$ cat src/rtl/instr_fetch_unit.sv
// instr_fetch_unit: fetches 24-bit instruction words over a req/ack memory
// handshake, tracks the PC, and hands each word to decode over valid/ready.
// Branch redirects flush the in-flight fetch and restart at the new target.
// Optional build macro IFU_STALL_CNT_EN adds a saturating consumer-stall counter.
module instr_fetch_unit #(
  parameter int                ADDR_W   = 16,
  parameter logic [ADDR_W-1:0] RESET_PC = '0
) (
  input  logic              clk,
  input  logic              rst_n,
  output logic              imem_req,
  output logic [ADDR_W-1:0] imem_addr,
  input  logic              imem_ack,
  input  logic [23:0]       imem_rdata,
  output logic [23:0]       code,
  output logic              code_valid,
  input  logic              code_ready,
  output logic [ADDR_W-1:0] code_pc,
  input  logic              redirect_valid,
  input  logic [ADDR_W-1:0] redirect_pc
`ifdef IFU_STALL_CNT_EN
  ,
  output logic [15:0]       stall_cnt
`endif
);

  typedef enum logic [1:0] {
    IDLE  = 2'd0,
    REQ   = 2'd1,
    HOLD  = 2'd2,
    DRAIN = 2'd3
  } state_t;

  localparam logic [ADDR_W-1:0] PC_ONE = {{(ADDR_W-1){1'b0}}, 1'b1};

  state_t            r_state;
  logic [ADDR_W-1:0] r_pc;
  logic [ADDR_W-1:0] r_addr;
  logic [23:0]       r_code;
  logic [ADDR_W-1:0] r_codePc;
  logic              r_codeValid;

  state_t            w_stateNext;
  logic [ADDR_W-1:0] w_pcNext;
  logic              w_capture;
  logic              w_dropValid;

  // Next-state and PC selection; a redirect overrides every other event
  always_comb begin
    w_stateNext = r_state;
    w_pcNext    = r_pc;
    w_capture   = 1'b0;
    w_dropValid = 1'b0;
    unique case (r_state)
      IDLE: begin
        w_stateNext = REQ;
        if (redirect_valid) w_pcNext = redirect_pc;
      end
      REQ: begin
        if (redirect_valid) begin
          w_pcNext    = redirect_pc;
          w_stateNext = imem_ack ? REQ : DRAIN;
        end else if (imem_ack) begin
          w_capture   = 1'b1;
          w_stateNext = HOLD;
        end
      end
      HOLD: begin
        if (redirect_valid) begin
          w_pcNext    = redirect_pc;
          w_dropValid = 1'b1;
          w_stateNext = REQ;
        end else if (r_codeValid && code_ready) begin
          w_pcNext    = r_pc + PC_ONE;
          w_dropValid = 1'b1;
          w_stateNext = REQ;
        end
      end
      DRAIN: begin
        if (redirect_valid) w_pcNext = redirect_pc;
        if (imem_ack) w_stateNext = REQ;
      end
      default: w_stateNext = IDLE;
    endcase
  end

  // State, PC and fetch address; the address only moves when a new request
  // starts, so it stays on the abandoned fetch while draining
  always_ff @(posedge clk or negedge rst_n) begin
    if (!rst_n) begin
      r_state <= IDLE;
      r_pc    <= RESET_PC;
      r_addr  <= '0;
    end else begin
      r_state <= w_stateNext;
      r_pc    <= w_pcNext;
      if (w_stateNext == REQ) r_addr <= w_pcNext;
    end
  end

  // Output word register: captured on a non-discarded ack, held until taken
  always_ff @(posedge clk or negedge rst_n) begin
    if (!rst_n) begin
      r_code      <= '0;
      r_codePc    <= '0;
      r_codeValid <= 1'b0;
    end else if (w_capture) begin
      r_code      <= imem_rdata;
      r_codePc    <= r_pc;
      r_codeValid <= 1'b1;
    end else if (w_dropValid) begin
      r_codeValid <= 1'b0;
    end
  end

`ifdef IFU_STALL_CNT_EN
  logic [15:0] r_stallCnt;

  // Count cycles where a word waits on the consumer, saturating at all-ones
  always_ff @(posedge clk or negedge rst_n) begin
    if (!rst_n) begin
      r_stallCnt <= '0;
    end else if (r_codeValid && !code_ready && (r_stallCnt != 16'hFFFF)) begin
      r_stallCnt <= r_stallCnt + 16'd1;
    end
  end

  assign stall_cnt = r_stallCnt;
`endif

  assign imem_req   = (r_state == REQ) || (r_state == DRAIN);
  assign imem_addr  = r_addr;
  assign code       = r_code;
  assign code_valid = r_codeValid;
  assign code_pc    = r_codePc;

endmodule

$ cat config.mk
export PLATFORM = sky130hd
export DESIGN_NAME = instr_fetch_unit
export DESIGN_NICKNAME = d
export VERILOG_FILES = /design/src/rtl/instr_fetch_unit.sv
export SDC_FILE = /design/constraint.sdc
export NUM_CORES = 1
export LEC_CHECK = 0
export BUFFER_PORTS_ARGS = -buffer_cell sky130_fd_sc_hd__buf_4
export CAP_MARGIN = 0
export CORE_MARGIN = 2
export CORE_UTILIZATION = 30
export CTS_CLUSTER_SIZE = 20
export DETAILED_ROUTE_END_ITERATION = 10
export GPL_TIMING_DRIVEN = 0
export PLACE_DENSITY = 0.54
export SLEW_MARGIN = 20
export SYNTH_ARGS = -nofsm -noshare
export SYNTH_HDL_FRONTEND = slang
export SYNTH_SLANG_ARGS = --single-unit
$ cat constraint.sdc
create_clock -name clk -period 2.5 [get_ports clk]
set_input_delay 0.25 -clock clk [delete_from_list [all_inputs] [get_ports clk]]
set_output_delay 0.25 -clock clk [all_outputs]
set_load 0.03 [all_outputs]
==> run_results.csv <==
group,metric,value,unit
run_status,status,"completed",
job,drv_cap,0,
cells_and_area,antenna_cells,0,
grt,grt_overflow,0,
cells_and_area,final_area,4350,µm²
synthesis,ys_seq_elements,75,
die,placementRows,37,
die,die_w,107,µm
synthesis,yosysSeqAreaShare,58.6,%
sta,finalSetupViolCount,0,
pwr,power.density,1020,nW/µm²
clock_tree,root_buffer,"clkbuf_8",
pwr,p_leak,1.98,nW
clock_tree,clock_sinks,75,
drt,ant_nets,0,
placement,dpl.cell_count,471,
placement,dpl_cell_area,4130,µm²
placement,globalplace.congestion,0.748,
drt,first_iter_violations,47,
clock_tree,cts_setup_buffers,0,
sta,worstMarginPinSlew,0.962,ns
worst_setup_path,critical_path_class,"flop to flop",
clock_tree,cts_resized,0,
synthesis,synthCells,234,
drt,wl,7210,µm
clock_tree,cts.path.max_buffers,2,
sta,maxSlewViolCount,0,
drt,first_pass_iters,4,
worst_setup_path,crit_chain,"clkbuf_2 > a211oi_1 > o21ai_0 > nand2_1 > buf_4 > mux2_2",
cells_and_area,num-nets-final,392,
sta,max_slew_margin,35.9,%
synthesis,synth_area,3200,µm²
worst_setup_path,setup.worst_path.start_class,"flop",
clock_tree,h-tree-depth,3,
placement,port_buffers,101,
cells_and_area,final_common_cell,"buf_4",
grt,grt_util_all_layers,13.3,%
worst_setup_path,cp_data_required_time,2.72,ns
drt,drc,0,
worst_setup_path,cp_slowest_cell,"dfrtp_1",
placement,dp_slack,0.531,ns
worst_setup_path,cp-end-kind,"flop",
sta,setup_slack,0.534,ns
synthesis,syn-num-nets,280,
die,dieArea,11500,µm²
pwr,peakVddDrop,344,µV
sta,finClkSkew,0.0110,ns
synthesis,yosysWarnings,0,
grt,grt_pass1_vias,2322,
cells_and_area,drive_gt1_share,54.7,%
cells_and_area,final_cells,487,
cells_and_area,num-fill-cells,998,
clock_tree,numCtsBuffers,9,
grt,grt_pass1_wl,11700,µm
die,initial_utilization,31.0,%
drt,wl_per_cell,14.8,µm
worst_setup_path,critPathMaxStageDelay,0.38,ns
cells_and_area,layout_common_cells,"102 x buf_4, 75 x dfrtp_1, 59 x mux2_2",
sta,hold_violations,0,
sta,fin_setup_tns,0,ns
sta,fmax,509,MHz
sta,finalCritPeriodShare,78.6,%
synthesis,synthArstFlopShare,100,%
cells_and_area,final_util,42.1,%
worst_setup_path,crit_buf_inv,2,
clock_tree,clock_latency,0.34,ns
worst_setup_path,critPathMaxFanout,10,
worst_hold_path,hold_path.class,"input port to asynchronous set/reset pin",
worst_setup_path,reg2reg_slack,0.53,ns
synthesis,synth.distinct_cells,38,
placement,dpl.hpwl,5150,µm
drt,vias,2238,
worst_setup_path,critical-path-top-delay-family,"buffers and inverters",
drt,viasPerCell,4.60,
cells_and_area,area_growth,35.8,%
die,io_pins,103,
synthesis,synth_flop_cell,"dfrtp_1",
sta,holdWs,0.0355,ns
pwr,total_power,4.45,mW
sta,rsz0062_at_grt,"no",
clock_tree,cts_tree,"yes",
die,fp.dieH,107,µm
die,core_area,10300,µm²
grt,grt_max_degree,76,
synthesis,syn_avg_cell_area,13.7,µm²
worst_setup_path,critical_path_arrival,2.19,ns
grt,antenna_found_initial,0,
clock_tree,ctsHoldBuffers,0,
clock_tree,clk_pin_slew,0.08,ns
synthesis,synth_edf_count,0,
sta,period_minus_slack,1.97,ns
==> cell type report <==
class | count | area [µm²] | share of cell area [%]
Sequential cell | 75 | 1880 | 43.2
Tap cell | 136 | 170 | 3.91
Clock inverter | 6 | 90.1 | 2.07
Clock buffer | 10 | 128 | 2.94
Multi-Input combinational cell | 145 | 1260 | 28.9
Timing Repair Buffer | 101 | 758 | 17.4
Buffer | 12 | 60.1 | 1.38
Inverter | 2 | 7.51 | 0.173
==> Yosys cell counts (all sizes together) (3+ instances only) <==
library cell | count | area [µm²]
mux2 | 61 | 687
buf | 9 | 46.3
nand4b | 3 | 47.5
xnor2 | 4 | 35.0
nand2 | 13 | 51.3
mux2i | 3 | 30.0
xor2 | 4 | 35.0
nor2b | 3 | 18.8
a31oi | 5 | 31.3
nor3 | 3 | 15.0
nand3 | 3 | 15.0
nor2 | 7 | 26.3
dfrtp | 75 | 1880
o21ai | 11 | 55.1
nor4 | 6 | 58.8
clkbuf | 3 | 13.8
a21oi | 5 | 25.0
==> sequential cells by signal, summed over array words and instances (netlist names) <==
| signal | cells |
|---|---|
| r_state | 2 |
| code_pc | 16 |
| code_valid | 1 |
| r_pc | 16 |
| code | 24 |
| imem_addr | 16 |
==> power by group <==
group	internal (mW)	switching (mW)	leakage (nW)
Clock	0.564	0.455	0.106
Combinational	0.721	0.960	0.988
Sequential	1.55	0.199	0.887
==> layer usage <==
metal	part of all wire, %	vias to the layer above	track usage (%)
li1	-	1067	-
met1	46	1091	17.7
met2	45	68	19.5
met3	7.1	12	4.24
met4	2.0	0	6.40
met5	0	-	0
==> path summary, 6_finish.rpt <==
| kind | cells after the start | from | end |
|---|---|---|---|
| hold reg to reg | 1 | imem_addr[15]$_DFFE_PN0N_ | imem_addr[15]$_DFFE_PN0N_ |
| min in group clk | 2 | imem_rdata[2] | code[2]$_DFFE_PN0P_ |
| hold / removal | 1 | rst_n | code[23]$_DFFE_PN0P_ |
| setup / recovery | 6 | r_state[0]$_DFF_PN0_ | imem_addr[14]$_DFFE_PN0N_ |
| max in group asynchronous | 1 | rst_n | r_state[0]$_DFF_PN0_ |
| setup reg to reg | 6 | r_state[0]$_DFF_PN0_ | imem_addr[14]$_DFFE_PN0N_ |
==> cells by family (layout without fill, tap and decap cells) <==
| logic type | after synthesis | in the layout | share of synthesized area [%] |
|---|---|---|---|
| flip-flops | 75 | 75 | 58.6 |
| XOR/XNOR | 8 | 8 | 2.19 |
| AO/OA/AOI/OAI | 25 | 25 | 4.46 |
| buffers and inverters | 14 | 131 | 2.11 |
| adder cells (fa/ha/maj) | 1 | 1 | 0.391 |
| AND/OR/NAND/NOR | 47 | 47 | 9.81 |
| multiplexers | 64 | 64 | 22.4 |
No activity file was read; power rests on OpenSTA's default activity.
